<file path="config.mk">
export PLATFORM = sky130hd
export DESIGN_NAME = fetch_unit_flat
export DESIGN_NICKNAME = d
export VERILOG_FILES = /design/src/rtl/fetch_unit_if.sv /design/src/rtl/fetch_unit.sv /design/src/flat_wrapper.sv
export SDC_FILE = /design/constraint.sdc
export NUM_CORES = 1
export LEC_CHECK = 0
export CAP_MARGIN = 20
export CORE_MARGIN = 1.5
export CORE_UTILIZATION = 49
export CTS_CLUSTER_DIAMETER = 120
export CTS_CLUSTER_SIZE = 8
export DETAILED_ROUTE_END_ITERATION = 10
export HOLD_SLACK_MARGIN = 0.12
export PLACE_DENSITY_LB_ADDON = 0.12
export SLEW_MARGIN = 25
export SYNTH_ARGS = -nofsm -noshare
export SYNTH_HDL_FRONTEND = slang
export SYNTH_SLANG_ARGS = --single-unit
</file>
<file path="constraint.sdc">
create_clock -name CLK -period 3.5 [get_ports CLK]
set_input_delay 0.7 -clock CLK [delete_from_list [all_inputs] [get_ports CLK]]
set_output_delay 0.7 -clock CLK [all_outputs]
set_load 0.01 [all_outputs]
</file>
<file path="src/rtl/fetch_unit_if.sv">
// rtl/fetch_unit_if.sv - fetch stage bus bundle: control inputs, imem port, IF/ID outputs
//
// Purpose: groups the fetch unit's handshake and bus signals so that one
// interface connects the design and its environment.
// Signals:
//   stall, redirect, redirect_target : control from later pipeline stages
//   imem_address, imem_q             : instruction memory word address / read data
//   if_instruction, if_pc,
//   if_pc_next, if_valid             : IF/ID pipeline register
//   halted                           : fetch stopped on the halt word
// Modports: master = fetch unit side, slave = pipeline/memory side.

interface fetch_unit_if #(
  parameter int ADDR_W = 10,
  parameter int DATA_W = 32
);
  logic              stall;
  logic              redirect;
  logic [ADDR_W-1:0] redirect_target;
  logic [ADDR_W-1:0] imem_address;
  logic [DATA_W-1:0] imem_q;
  logic [DATA_W-1:0] if_instruction;
  logic [ADDR_W-1:0] if_pc;
  logic [ADDR_W-1:0] if_pc_next;
  logic              if_valid;
  logic              halted;

  modport master (
    input  stall, redirect, redirect_target, imem_q,
    output imem_address, if_instruction, if_pc, if_pc_next, if_valid, halted
  );

  modport slave (
    output stall, redirect, redirect_target, imem_q,
    input  imem_address, if_instruction, if_pc, if_pc_next, if_valid, halted
  );
endinterface

</file>
<file path="src/rtl/fetch_unit.sv">
// rtl/fetch_unit.sv - instruction fetch stage with PC, boot wait and halt detection
//
// Purpose: owns the program counter, drives the instruction memory word
// address, consumes its combinational read data and registers the fetched
// word into the IF/ID pipeline register. After reset it waits BOOT_CYCLES
// cycles for memory initialisation; fetching HALT_WORD freezes the PC until
// a redirect or reset.
// Ports:
//   CLK    : clock, rising edge
//   RESET  : asynchronous active-high reset
//   bus    : fetch_unit_if.master (stall/redirect in, imem port, IF/ID out)
//   fetch_count, bubble_count : performance counters, present only when
//                               FETCH_PERF_COUNT_EN is defined

module fetch_unit #(
  parameter int                ADDR_W      = 10,
  parameter int                DATA_W      = 32,
  parameter int                BOOT_CYCLES = 4,
  parameter logic [DATA_W-1:0] HALT_WORD   = DATA_W'(32'hFFFF_FFFF),
  parameter logic [DATA_W-1:0] NOP_WORD    = DATA_W'(32'h0000_0000)
) (
  input  logic         CLK,
  input  logic         RESET,
  fetch_unit_if.master bus
`ifdef FETCH_PERF_COUNT_EN
  ,
  output logic [31:0]  fetch_count,
  output logic [31:0]  bubble_count
`endif
);

  typedef enum logic [1:0] {
    ST_BOOT = 2'b00,
    ST_RUN  = 2'b01,
    ST_HALT = 2'b10
  } state_t;

  localparam logic [7:0] BOOT_LAST = 8'(BOOT_CYCLES - 1);

  state_t            state_q, state_d;
  logic [7:0]        boot_cnt_q, boot_cnt_d;
  logic [ADDR_W-1:0] pc_q, pc_d;
  logic [ADDR_W-1:0] pc_inc;
  logic [DATA_W-1:0] ifi_q, ifi_d;
  logic [ADDR_W-1:0] ifpc_q, ifpc_d;
  logic [ADDR_W-1:0] ifpcn_q, ifpcn_d;
  logic              ifv_q, ifv_d;
  logic              halted_q, halted_d;
  logic              load_valid;
  logic              load_bubble;

  // Wraps naturally at 2^ADDR_W.
  assign pc_inc = pc_q + ADDR_W'(1);

  always_ff @(posedge CLK or posedge RESET) begin
    if (RESET) begin
      state_q    <= ST_BOOT;
      boot_cnt_q <= 8'd0;
      pc_q       <= '0;
      ifi_q      <= NOP_WORD;
      ifpc_q     <= '0;
      ifpcn_q    <= '0;
      ifv_q      <= 1'b0;
      halted_q   <= 1'b0;
    end else begin
      state_q    <= state_d;
      boot_cnt_q <= boot_cnt_d;
      pc_q       <= pc_d;
      ifi_q      <= ifi_d;
      ifpc_q     <= ifpc_d;
      ifpcn_q    <= ifpcn_d;
      ifv_q      <= ifv_d;
      halted_q   <= halted_d;
    end
  end

  always_comb begin
    state_d     = state_q;
    boot_cnt_d  = boot_cnt_q;
    pc_d        = pc_q;
    ifi_d       = ifi_q;
    ifpc_d      = ifpc_q;
    ifpcn_d     = ifpcn_q;
    ifv_d       = ifv_q;
    halted_d    = halted_q;
    load_valid  = 1'b0;
    load_bubble = 1'b0;

    case (state_q)
      ST_BOOT: begin
        // Memory is still loading: stall and redirect have no meaning yet.
        boot_cnt_d = boot_cnt_q + 8'd1;
        if (boot_cnt_q == BOOT_LAST) begin
          state_d = ST_RUN;
        end
      end

      ST_RUN: begin
        if (bus.redirect) begin
          // Redirect wins over stall: the younger fetch is squashed anyway.
          pc_d        = bus.redirect_target;
          ifv_d       = 1'b0;
          ifi_d       = NOP_WORD;
          load_bubble = !bus.stall;
        end else if (bus.stall) begin
          // Hold PC and IF/ID.
        end else if (bus.imem_q == HALT_WORD) begin
          // Present the halt word to decode but do not advance past it.
          ifi_d      = HALT_WORD;
          ifpc_d     = pc_q;
          ifpcn_d    = pc_inc;
          ifv_d      = 1'b1;
          halted_d   = 1'b1;
          state_d    = ST_HALT;
          load_valid = 1'b1;
        end else begin
          ifi_d      = bus.imem_q;
          ifpc_d     = pc_q;
          ifpcn_d    = pc_inc;
          ifv_d      = 1'b1;
          pc_d       = pc_inc;
          load_valid = 1'b1;
        end
      end

      ST_HALT: begin
        if (bus.redirect) begin
          // An older branch resolved after the halt word was fetched.
          pc_d        = bus.redirect_target;
          halted_d    = 1'b0;
          ifv_d       = 1'b0;
          ifi_d       = NOP_WORD;
          state_d     = ST_RUN;
          load_bubble = !bus.stall;
        end else if (!bus.stall) begin
          // Halt word consumed by decode; keep feeding bubbles.
          ifv_d       = 1'b0;
          ifi_d       = NOP_WORD;
          load_bubble = 1'b1;
        end
      end

      default: begin
        state_d = ST_BOOT;
      end
    endcase
  end

  assign bus.imem_address   = pc_q;
  assign bus.if_instruction = ifi_q;
  assign bus.if_pc          = ifpc_q;
  assign bus.if_pc_next     = ifpcn_q;
  assign bus.if_valid       = ifv_q;
  assign bus.halted         = halted_q;

`ifdef FETCH_PERF_COUNT_EN
  always_ff @(posedge CLK or posedge RESET) begin
    if (RESET) begin
      fetch_count  <= 32'd0;
      bubble_count <= 32'd0;
    end else begin
      if (load_valid) begin
        fetch_count <= fetch_count + 32'd1;
      end
      if (load_bubble) begin
        bubble_count <= bubble_count + 32'd1;
      end
    end
  end
`else
  // Counter enables exist only to feed the optional counters.
  logic unused_perf;
  assign unused_perf = load_valid ^ load_bubble;
`endif

endmodule

</file>
<file path="src/flat_wrapper.sv">
// flat-port wrapper written by rule: the top's interface ports become plain ports
module fetch_unit_flat 
#(
  parameter int                ADDR_W      = 10,
  parameter int                DATA_W      = 32,
  parameter int                BOOT_CYCLES = 4,
  parameter logic [DATA_W-1:0] HALT_WORD   = DATA_W'(32'hFFFF_FFFF),
  parameter logic [DATA_W-1:0] NOP_WORD    = DATA_W'(32'h0000_0000)
)
  (CLK, RESET, bus_stall, bus_redirect, bus_redirect_target, bus_imem_q, bus_imem_address, bus_if_instruction, bus_if_pc, bus_if_pc_next, bus_if_valid, bus_halted);
  fetch_unit_if #(.ADDR_W(ADDR_W), .DATA_W(DATA_W)) bus_i ();
  input  logic CLK;
  input  logic RESET;
  input wire logic [$bits(bus_i.stall)-1:0] bus_stall;
  input wire logic [$bits(bus_i.redirect)-1:0] bus_redirect;
  input wire logic [$bits(bus_i.redirect_target)-1:0] bus_redirect_target;
  input wire logic [$bits(bus_i.imem_q)-1:0] bus_imem_q;
  output wire logic [$bits(bus_i.imem_address)-1:0] bus_imem_address;
  output wire logic [$bits(bus_i.if_instruction)-1:0] bus_if_instruction;
  output wire logic [$bits(bus_i.if_pc)-1:0] bus_if_pc;
  output wire logic [$bits(bus_i.if_pc_next)-1:0] bus_if_pc_next;
  output wire logic [$bits(bus_i.if_valid)-1:0] bus_if_valid;
  output wire logic [$bits(bus_i.halted)-1:0] bus_halted;
  assign bus_i.stall = bus_stall;
  assign bus_i.redirect = bus_redirect;
  assign bus_i.redirect_target = bus_redirect_target;
  assign bus_i.imem_q = bus_imem_q;
  assign bus_imem_address = bus_i.imem_address;
  assign bus_if_instruction = bus_i.if_instruction;
  assign bus_if_pc = bus_i.if_pc;
  assign bus_if_pc_next = bus_i.if_pc_next;
  assign bus_if_valid = bus_i.if_valid;
  assign bus_halted = bus_i.halted;
  fetch_unit #(.ADDR_W(ADDR_W), .DATA_W(DATA_W), .BOOT_CYCLES(BOOT_CYCLES), .HALT_WORD(HALT_WORD), .NOP_WORD(NOP_WORD)) u_core (.CLK(CLK), .RESET(RESET), .bus(bus_i));
endmodule
</file>
==> run_results.csv, run 1 <==
group,metric,value,unit
grt,grtUsageMet1,35.6,%
routing,drt_pre_antenna_iters,8,
critical_path,worstSetupPathType,"in -> reg",
power_and_ir_drop,power.total,2.44,mW
min_path,hp-class,"reg -> reg",
critical_path,worstPathArrival,2.38,ns
grt,grt-busiest-layer,"met1",
run_status,run_status,"finished with violations",
power_and_ir_drop,combPwrFrac,23.2,%
final_layout,post_layout_net_count,467,
critical_path,worstSetupStartpointType,"input pin",
timing,timing.max_slew.rel_slack,48.4,%
timing,final_min_period_over_clock_period,61.9,%
logic_synthesis,synth.lib_cells_used.distinct,39,
grt,initial_antenna_violation_count,0,
logic_synthesis,yosysTopAreaCellShare,56.3,%
final_layout,core_util_final,73.5,%
clock_tree,clockRootBuffer,"sky130_fd_sc_hd__clkbuf_8",
timing,achievable-frequency,461,MHz
grt,grt_start_max_net_pins,39,
placed_design,place_congestion,0.912,
logic_synthesis,postSynthCellCount,304,
power_and_ir_drop,irDropWorstVdd,0.000341,V
grt,vias_in_the_first_global_route,2668,
final_layout,diode_insertion_count_for_antenna_repair,0,
critical_path,worstPathBufferInverterCount,1,
routing,detailedRoute.firstIterationViolations,324,
power_and_ir_drop,switching_share,26.8,%
power_and_ir_drop,switchingPower,653,µW
timing,setup_slack_of_the_critical_path_after_layout,1.33,ns
timing,slew_viol_final,0,
clock_tree,cts_buf_count,9,
routing,detail_route.wl_per_cell,16.3,µm
logic_synthesis,ys_seq_area_share,56.3,%
floorplanning,core_box_area,0.00642,mm²
final_layout,regArea,0.00185,mm²
timing,rsz0062_at_grt,"no",
clock_tree,clockBufferDepth,2,
final_layout,fin_cells,498,
power_and_ir_drop,power_density,517,mW/mm²
flow_run,max-cap-violations,0,
grt,gr-usage-met2,34.0,%
logic_synthesis,postSynth.topFlopCell,"sky130_fd_sc_hd__dfrtp_1",
timing,report.final.setup_viol,0,
logic_synthesis,top_cells_by_area_synth,"sky130_fd_sc_hd__dfrtp_1, sky130_fd_sc_hd__a22o_1, sky130_fd_sc_hd__nand2_1",
routing,antenna_violating_nets_post_route,0,
timing,holdWs,0.483,ns
clock_tree,clock_latency_on_the_worst_skew_pair,0.34,ns
floorplanning,dieHeight,84.9,µm
logic_synthesis,asyncSetResetFlopFracSynth,100,%
timing,totalNegativeSetupSlack,0,ns
critical_path,crit_required,3.71,ns
critical_path,critical_path.endpoint_type,"flop",
clock_tree,post_cts.repair.setup_buffers,0,
clock_tree,cts_max_level,3,
final_layout,layout.cells.most_common,"sky130_fd_sc_hd__clkdlybuf4s50_1",
routing,num_vias,2745,
clock_tree,hold_buffers,0,
floorplanning,top_level_ports,110,
logic_synthesis,yosysWarningCount,0,
clock_tree,post_cts_sizing_count,0,
placed_design,dpl-instance-area,0.00447,mm²
final_layout,drive_gt1_share,8.55,%
final_layout,final.fill_count,470,
floorplanning,floorplan.initialDensity,51.2,%
logic_synthesis,synth_edf_count,0,
timing,shortest_clock_period_the_worst_path_allows_after_layout,2.17,ns
placed_design,place_worst_setup_slack,0.992,ns
logic_synthesis,mean_area_per_synthesized_cell,10.8,µm²
grt,grt_total_usage,23.8,%
critical_path,crit_path_top_delay_cell,"sky130_fd_sc_hd__clkdlybuf4s50_1",
grt,gr-usage-met3,5.06,%
routing,finalWirelength,8110,µm
timing,final_hold_viol_count,0,
timing,worst_slew_pin_slew,0.772,ns
floorplanning,num_rows,29,
critical_path,crit_fanout,10,
placed_design,placed_cells,482,
placed_design,port_buffers,109,
critical_path,cp_cell_sequence,"clkdlybuf4s50_1, nand2b_1, nand2_1, a21oi_2, and2_4, a31oi_1",
floorplanning,floorplan.die.width,84.9,µm
final_layout,areaGrowthSynthToFinish,43.6,%
floorplanning,dieArea,0.00721,mm²
final_layout,fin_area,0.00472,mm²
logic_synthesis,mappedNetlistArea,0.00329,mm²
routing,routed_via_density,5.51,
grt,first_pass_grt_wire_length,13500,µm
clock_tree,cts_tree,"yes",
grt,remaining_global_route_overflow,0,
final_layout,total_area_of_multi_input_combinational_cells,0.00135,mm²
clock_tree,clkTransAtPathRegs,0.07,ns
power_and_ir_drop,reg_power_share,43.1,%
routing,drcViolationCount,8,
timing,skew,0.0108,ns
logic_synthesis,syn_nets,355,
logic_synthesis,post-synth-top-area-cell,"sky130_fd_sc_hd__dfrtp_1",
critical_path,timing.critical_path.max_delay_family,"buffers and inverters",
run_status,failed_checks,"DRC",
power_and_ir_drop,cellInternalPower,1.78,mW
power_and_ir_drop,p_clk_share,33.6,%
critical_path,worst_path_max_stage_delay,0.65,ns
logic_synthesis,ff_latch_count_synth,74,
clock_tree,cts.sinks,74,
final_layout,commonest_cells_after_routing_fill_and_taps_aside,"sky130_fd_sc_hd__clkdlybuf4s50_1, sky130_fd_sc_hd__dfrtp_1, sky130_fd_sc_hd__nand2_1, sky130_fd_sc_hd__a22o_1, sky130_fd_sc_hd__o21ai_0",
placed_design,estimated_wirelength_of_the_detail_placed_design,5730,µm
power_and_ir_drop,cellLeakagePower,2.13,nW
synthesized netlist by cell type (5+ instances only):
cell,n
sky130_fd_sc_hd__xor2_1,6
sky130_fd_sc_hd__dfrtp_1,74
sky130_fd_sc_hd__a22o_1,35
sky130_fd_sc_hd__clkbuf_1,9
sky130_fd_sc_hd__o21ai_0,17
sky130_fd_sc_hd__nand4_1,10
sky130_fd_sc_hd__nor2_1,13
sky130_fd_sc_hd__nand3_1,8
sky130_fd_sc_hd__a21oi_1,9
sky130_fd_sc_hd__xnor2_1,9
sky130_fd_sc_hd__inv_1,5
sky130_fd_sc_hd__ha_1,5
sky130_fd_sc_hd__a31oi_1,7
sky130_fd_sc_hd__nand2_1,58
sequential cells by signal, indices dropped and copies added (netlist names):
register,flops
u_core.state_q,2
u_core.bus.if_valid,1
u_core.bus.if_instruction,32
u_core.bus.halted,1
u_core.bus.if_pc,10
u_core.boot_cnt_q,8
u_core.bus.if_pc_next,10
u_core.bus.imem_address,10
area by class of cell:
| cell class | instances | area share [%] |
|---|---|---|
| repair buffers | 115 | 24.3 |
| inverters | 5 | 0.398 |
| multi-input cells | 211 | 28.6 |
| clock inverters | 4 | 2.07 |
| clock buffers | 12 | 3.29 |
| well taps | 77 | 2.04 |
| flip-flops and latches | 74 | 39.2 |
routing by layer:
layer / part of all wire [%] / vias to the layer above / wire (µm)
met5: 0 / - / 0
met1: 47 / 1327 / 3800
met4: 1.4 / 0 / 111
met2: 46 / 93 / 3740
met3: 5.7 / 12 / 465
li1: - / 1313 / -
final timing paths:
kind | endpoint | cells after the start | from | slack [ns]
min in group asynchronous | u_core.bus.imem_address[3] | 2 | RESET | 0.83
min reg2reg | u_core.boot_cnt_q[7] | 1 | u_core.boot_cnt_q[7] | 0.48
max reg2reg | u_core.bus.imem_address[8] | 6 | u_core.bus.imem_address[0] | 1.54
max in group asynchronous | u_core.bus.if_instruction[11] | 3 | RESET | 2.01
max | u_core.bus.imem_address[1] | 6 | bus_redirect | 1.33
min | u_core.boot_cnt_q[7] | 1 | u_core.boot_cnt_q[7] | 0.48
power by group through the flow:
stage / sequential, mW / clock (mW) / combinational (mW)
floorplan: 1.10 / 0 / 0.205
global placement: 1.06 / 0 / 0.556
detailed placement: 1.06 / 0 / 0.568
CTS: 1.05 / 0.830 / 0.571
global route: 1.07 / 0.873 / 0.617
finish: 1.05 / 0.819 / 0.567
worst register-to-register path, delay by kind of cell (launching register included):
kind                       cells  cell delay, ns
adders and majority gates      1            0.30
AOI/OAI and AO/OA              2            0.22
and+or+nand+nor                3            0.89
DFF                            1            0.49
cell families after synthesis:
group                    Yosys count  synth area share (%)
AO/OA/AOI/OAI                     82                  18.0
XOR/XNOR                          15                  4.00
adder cells (fa/ha/maj)            5                  1.90
buffers and inverters             19                  2.74
flip-flops                        74                  56.3
multiplexers                       2                 0.647
AND/OR/NAND/NOR                  107                  16.4
Power figures use the tool's default switching activity.
==> run 2, diff against run 1 <==
CORE_UTILIZATION = 46   (was 49)
clock period = 2.21 ns   (was 3.5 ns; I/O delays follow)
==> run_results.csv, run 2 (synthesized netlist as in run 1, its figures left out) <==
group,metric,value,unit
run_status,run_status,"completed",
routing,detail_route.wl_per_cell,15.4,µm
power_and_ir_drop,power_density,762,mW/mm²
clock_tree,clockRootBuffer,"sky130_fd_sc_hd__clkbuf_8",
floorplanning,dieHeight,87.5,µm
final_layout,post_layout_net_count,475,
timing,rsz0062_at_grt,"no",
floorplanning,floorplan.die.width,87.5,µm
final_layout,drive_gt1_share,10.5,%
critical_path,timing.critical_path.max_delay_family,"simple AND/OR/NAND/NOR gates",
timing,worst_slew_pin_slew,0.763,ns
final_layout,fin_cells,525,
critical_path,critical_path.endpoint_type,"flop",
grt,remaining_global_route_overflow,0,
routing,wirelength_met1,3680,µm
power_and_ir_drop,cellLeakagePower,2.14,nW
critical_path,reg2reg_from,"u_core.boot_cnt_q[0]",
timing,final_min_period_over_clock_period,87.5,%
final_layout,areaGrowthSynthToFinish,45.1,%
floorplanning,num_rows,30,
placed_design,placed_cells,509,
critical_path,cp_cell_sequence,"ha_1, or4b_1, o41ai_2, nand3_2, a21oi_2, mux2i_1",
timing,timing.max_slew.rel_slack,49.0,%
clock_tree,clock_latency_on_the_worst_skew_pair,0.35,ns
clock_tree,cts_buf_count,9,
final_layout,largest_register_ffs,32,
critical_path,crit_fanout,3,
floorplanning,core_box_area,0.00687,mm²
final_layout,total_area_of_multi_input_combinational_cells,0.00135,mm²
final_layout,final.fill_count,526,
routing,routed-wl-met3,494,µm
timing,shortest_clock_period_the_worst_path_allows_after_layout,1.93,ns
power_and_ir_drop,power.total,3.63,mW
routing,routed_via_density,5.24,
routing,drt_pre_antenna_iters,4,
min_path,hp-class,"reg -> reg",
flow_run,max-cap-violations,0,
timing,slew_viol_final,0,
critical_path,worstSetupStartpointType,"flop",
power_and_ir_drop,irDropWorstVdd,0.000542,V
floorplanning,floorplan.initialDensity,47.9,%
clock_tree,cts.sinks,74,
grt,grt_total_usage,22.6,%
clock_tree,post_cts_sizing_count,0,
placed_design,port_buffers,109,
grt,initial_antenna_violation_count,0,
timing,report.final.setup_viol,0,
floorplanning,top_level_ports,110,
final_layout,layout.cells.most_common,"sky130_fd_sc_hd__clkdlybuf4s50_1",
timing,final_hold_viol_count,0,
timing,achievable-frequency,517,MHz
critical_path,worst_path_max_stage_delay,0.45,ns
final_layout,commonest_cells_after_routing_fill_and_taps_aside,"sky130_fd_sc_hd__clkdlybuf4s50_1, sky130_fd_sc_hd__dfrtp_1, sky130_fd_sc_hd__nand2_1, sky130_fd_sc_hd__a22o_1, sky130_fd_sc_hd__o21ai_0",
critical_path,crit_path_top_delay_cell,"sky130_fd_sc_hd__or4b_1",
routing,dr_wl_met2,3800,µm
clock_tree,clkTransAtPathRegs,0.07,ns
clock_tree,cts_max_level,3,
routing,detailedRoute.firstIterationViolations,141,
clock_tree,post_cts.repair.setup_buffers,0,
critical_path,worstPathBufferInverterCount,0,
grt,grt_start_max_net_pins,75,
routing,num_vias,2749,
grt,vias_in_the_first_global_route,2742,
final_layout,regArea,0.00185,mm²
min_path,worstHoldStart,"u_core.boot_cnt_q[7]",
critical_path,worstPathArrival,2.20,ns
critical_path,crit_required,2.47,ns
grt,first_pass_grt_wire_length,13300,µm
critical_path,startpoint,"u_core.boot_cnt_q[0]",
floorplanning,dieArea,0.00766,mm²
placed_design,estimated_wirelength_of_the_detail_placed_design,5840,µm
final_layout,diode_insertion_count_for_antenna_repair,0,
clock_tree,cts_tree,"yes",
routing,highest-signal-layer,"met4",
routing,antenna_violating_nets_post_route,0,
routing,drcViolationCount,0,
critical_path,worstSetupPathType,"reg -> reg",
timing,holdWs,0.465,ns
placed_design,place_congestion,0.794,
timing,totalNegativeSetupSlack,0,ns
clock_tree,hold_buffers,0,
timing,skew,0.0102,ns
routing,finalWirelength,8080,µm
clock_tree,clockBufferDepth,2,
==> run 2: metal layers <==
layer  GRT usage [%]  vias up
li1                -     1332
met1            31.6     1321
met2            34.1       84
met3            7.35       12
met4            6.49        0
met5               0        -
==> run 2: per-stage QoR <==
| step | utilization (%) | area (µm²) | setup slack (ns) |
|---|---|---|---|
| after floorplan | - | 3290 | 0.507 |
| after global placement | 66.5 | 4570 | 0.0564 |
| after detailed placement | 66.5 | 4570 | -0.0160 |
| after CTS | 69.5 | 4770 | 0.286 |
| after global routing | 69.5 | 4770 | 0.154 |
| final | 69.5 | 4770 | 0.276 |
==> run 2: final cells by class <==
type                            instances  area share (%)
Sequential cell                        74            38.8
Inverter                                5           0.472
Clock buffer                           11            3.17
Multi-Input combinational cell        211            28.3
Clock inverter                          5            1.10
Tap cell                               96            2.52
Timing Repair Buffer                  123            25.6
==> run 2: path summary, 6_finish.rpt <==
check | end | slack, ns | cells after the start
worst max-delay path | u_core.state_q[0] | 0.28 | 6
worst min-delay path | u_core.boot_cnt_q[7] | 0.46 | 1
worst max register to register | u_core.state_q[0] | 0.28 | 6
worst min register to register | u_core.boot_cnt_q[7] | 0.46 | 1
max in group asynchronous | u_core.bus.if_pc[3] | 1.36 | 3
min in group asynchronous | u_core.bus.if_instruction[31] | 0.55 | 3
==> run 2: where the power goes <==
group | switching (mW) | total (mW) | internal, mW
Combinational | 0.400 | 0.911 | 0.511
Sequential | 0.144 | 1.66 | 1.51
Clock | 0.487 | 1.06 | 0.577
Total | 1.03 | 3.63 | 2.60
==> run 3, diff against run 2 <==
CORE_UTILIZATION = 62   (was 46)
DONT_BUFFER_PORTS = 1   (was default)
==> run_results.csv, run 3 (synthesized netlist as in run 1, its figures left out) <==
group,metric,value,unit
routing,drcViolationCount,0,
timing,report.final.setup_viol,0,
critical_path,worstSetupStartpointType,"flop",
floorplanning,dieArea,0.00575,mm²
critical_path,worstPathArrival,2.21,ns
routing,detailedRoute.firstIterationViolations,162,
routing,finalWirelength,7130,µm
critical_path,worstPathBufferInverterCount,0,
timing,shortest_clock_period_the_worst_path_allows_after_layout,1.95,ns
timing,holdWs,0.233,ns
timing,final_min_period_over_clock_period,88.0,%
critical_path,cp_cell_sequence,"ha_1, nand3_1, nor3_1, nand2b_1, a31oi_1, a21oi_1",
power_and_ir_drop,irDropWorstVdd,0.000498,V
routing,antenna_violating_nets_post_route,0,
clock_tree,clockBufferDepth,2,
floorplanning,num_rows,26,
timing,totalNegativeSetupSlack,0,ns
final_layout,drive_gt1_share,12.6,%
clock_tree,cts_buf_count,9,
critical_path,crit_required,2.48,ns
routing,detail_route.wl_per_cell,18.4,µm
timing,achievable-frequency,514,MHz
clock_tree,cts_max_level,3,
grt,vias_in_the_first_global_route,2262,
floorplanning,top_level_ports,110,
routing,drt_pre_antenna_iters,5,
routing,routed_via_density,6.09,
timing,skew,0.00988,ns
critical_path,worstSetupPathType,"reg -> reg",
timing,timing.max_slew.rel_slack,60.9,%
clock_tree,post_cts.repair.setup_buffers,0,
final_layout,fin_area,0.00362,mm²
final_layout,layout.cells.most_common,"sky130_fd_sc_hd__dfrtp_1",
grt,grt_total_usage,26.3,%
timing,worst_slew_pin_slew,0.585,ns
power_and_ir_drop,power_density,919,mW/mm²
final_layout,areaGrowthSynthToFinish,10.0,%
placed_design,port_buffers,0,
critical_path,crit_path_top_delay_cell,"sky130_fd_sc_hd__dfrtp_1",
final_layout,fin_cells,387,
critical_path,worst_path_max_stage_delay,0.55,ns
clock_tree,cts.sinks,74,
clock_tree,post_cts_sizing_count,0,
grt,grt_start_max_net_pins,34,
clock_tree,clockRootBuffer,"sky130_fd_sc_hd__clkbuf_8",
critical_path,timing.critical_path.max_delay_family,"simple AND/OR/NAND/NOR gates",
power_and_ir_drop,cellLeakagePower,1.71,nW
grt,first_pass_grt_wire_length,11000,µm
final_layout,commonest_cells_after_routing_fill_and_taps_aside,"sky130_fd_sc_hd__dfrtp_1, sky130_fd_sc_hd__nand2_1, sky130_fd_sc_hd__a22o_1, sky130_fd_sc_hd__o21ai_0, sky130_fd_sc_hd__nor2_1",
grt,initial_antenna_violation_count,0,
flow_run,max-cap-violations,0,
min_path,hp-class,"in -> reg",
grt,remaining_global_route_overflow,0,
clock_tree,clkTransAtPathRegs,0.08,ns
clock_tree,hold_buffers,1,
placed_design,estimated_wirelength_of_the_detail_placed_design,5210,µm
final_layout,core_util_final,70.8,%
placed_design,place_worst_setup_slack,0.301,ns
final_layout,diode_insertion_count_for_antenna_repair,0,
placed_design,dpl-instance-area,0.00339,mm²
clock_tree,clock_latency_on_the_worst_skew_pair,0.34,ns
routing,num_vias,2355,
placed_design,placed_cells,370,
floorplanning,floorplan.die.width,75.8,µm
floorplanning,floorplan.initialDensity,64.4,%
final_layout,largest_register_ffs,32,
critical_path,critical_path.endpoint_type,"flop",
clock_tree,cts_tree,"yes",
placed_design,place_congestion,0.844,
power_and_ir_drop,power.total,3.32,mW
timing,rsz0062_at_grt,"no",
critical_path,crit_fanout,8,
floorplanning,dieHeight,75.8,µm
timing,final_hold_viol_count,0,
run_status,run_status,"completed",
timing,slew_viol_final,0,
final_layout,post_layout_net_count,363,
floorplanning,core_box_area,0.00511,mm²
timing,setup_slack_of_the_critical_path_after_layout,0.265,ns
## run 3: changes by cell type in the layout (fill, tap and decap cells not counted), sizes merged
cell           before  now
clkdlybuf4s50     109    0
bufinv              1    2
clkinv              3    2
dlygate4sd3         0    1
buf                14   10
## run 3: report_power, final
part	internal [mW]	switching [mW]	leakage (nW)
combinational	0.177	0.241	0.665
clock	0.663	0.488	0.109
sequential	1.51	0.241	0.939
total	2.36	0.969	1.71
## run 3: routing by layer
| metal | share of wire [%] | vias to the layer above | track usage (%) | routed length, µm |
|---|---|---|---|---|
| met4 | 1.6 | 0 | 12.9 | 117 |
| met5 | 0 | - | 0 | 0 |
| met3 | 8.4 | 8 | 7.80 | 599 |
| met2 | 47 | 108 | 38.2 | 3370 |
| li1 | - | 1111 | - | - |
| met1 | 43 | 1128 | 36.1 | 3040 |
## run 3: area by class of cell
type,instances,area [µm²]
inverter,5,22.5
clock buffer,11,141
timing repair buffer,11,85.1
sequential,74,1850
tap,70,87.6
multi-input combinational,211,1350
fill,410,1490
clock inverter,5,77.6
## run 3: path summary, 6_finish.rpt
kind | from | to | slack [ns] | cells past startpoint
max | u_core.bus.imem_address[0] | u_core.bus.imem_address[8] | 0.26 | 6
min | bus_imem_q[15] | u_core.bus.if_instruction[15] | 0.23 | 1
max reg2reg | u_core.bus.imem_address[0] | u_core.bus.imem_address[8] | 0.26 | 6
min reg2reg | u_core.boot_cnt_q[7] | u_core.boot_cnt_q[7] | 0.50 | 1
max in group asynchronous | RESET | u_core.bus.if_instruction[6] | 0.85 | 3
min in group asynchronous | RESET | u_core.boot_cnt_q[3] | 0.64 | 2
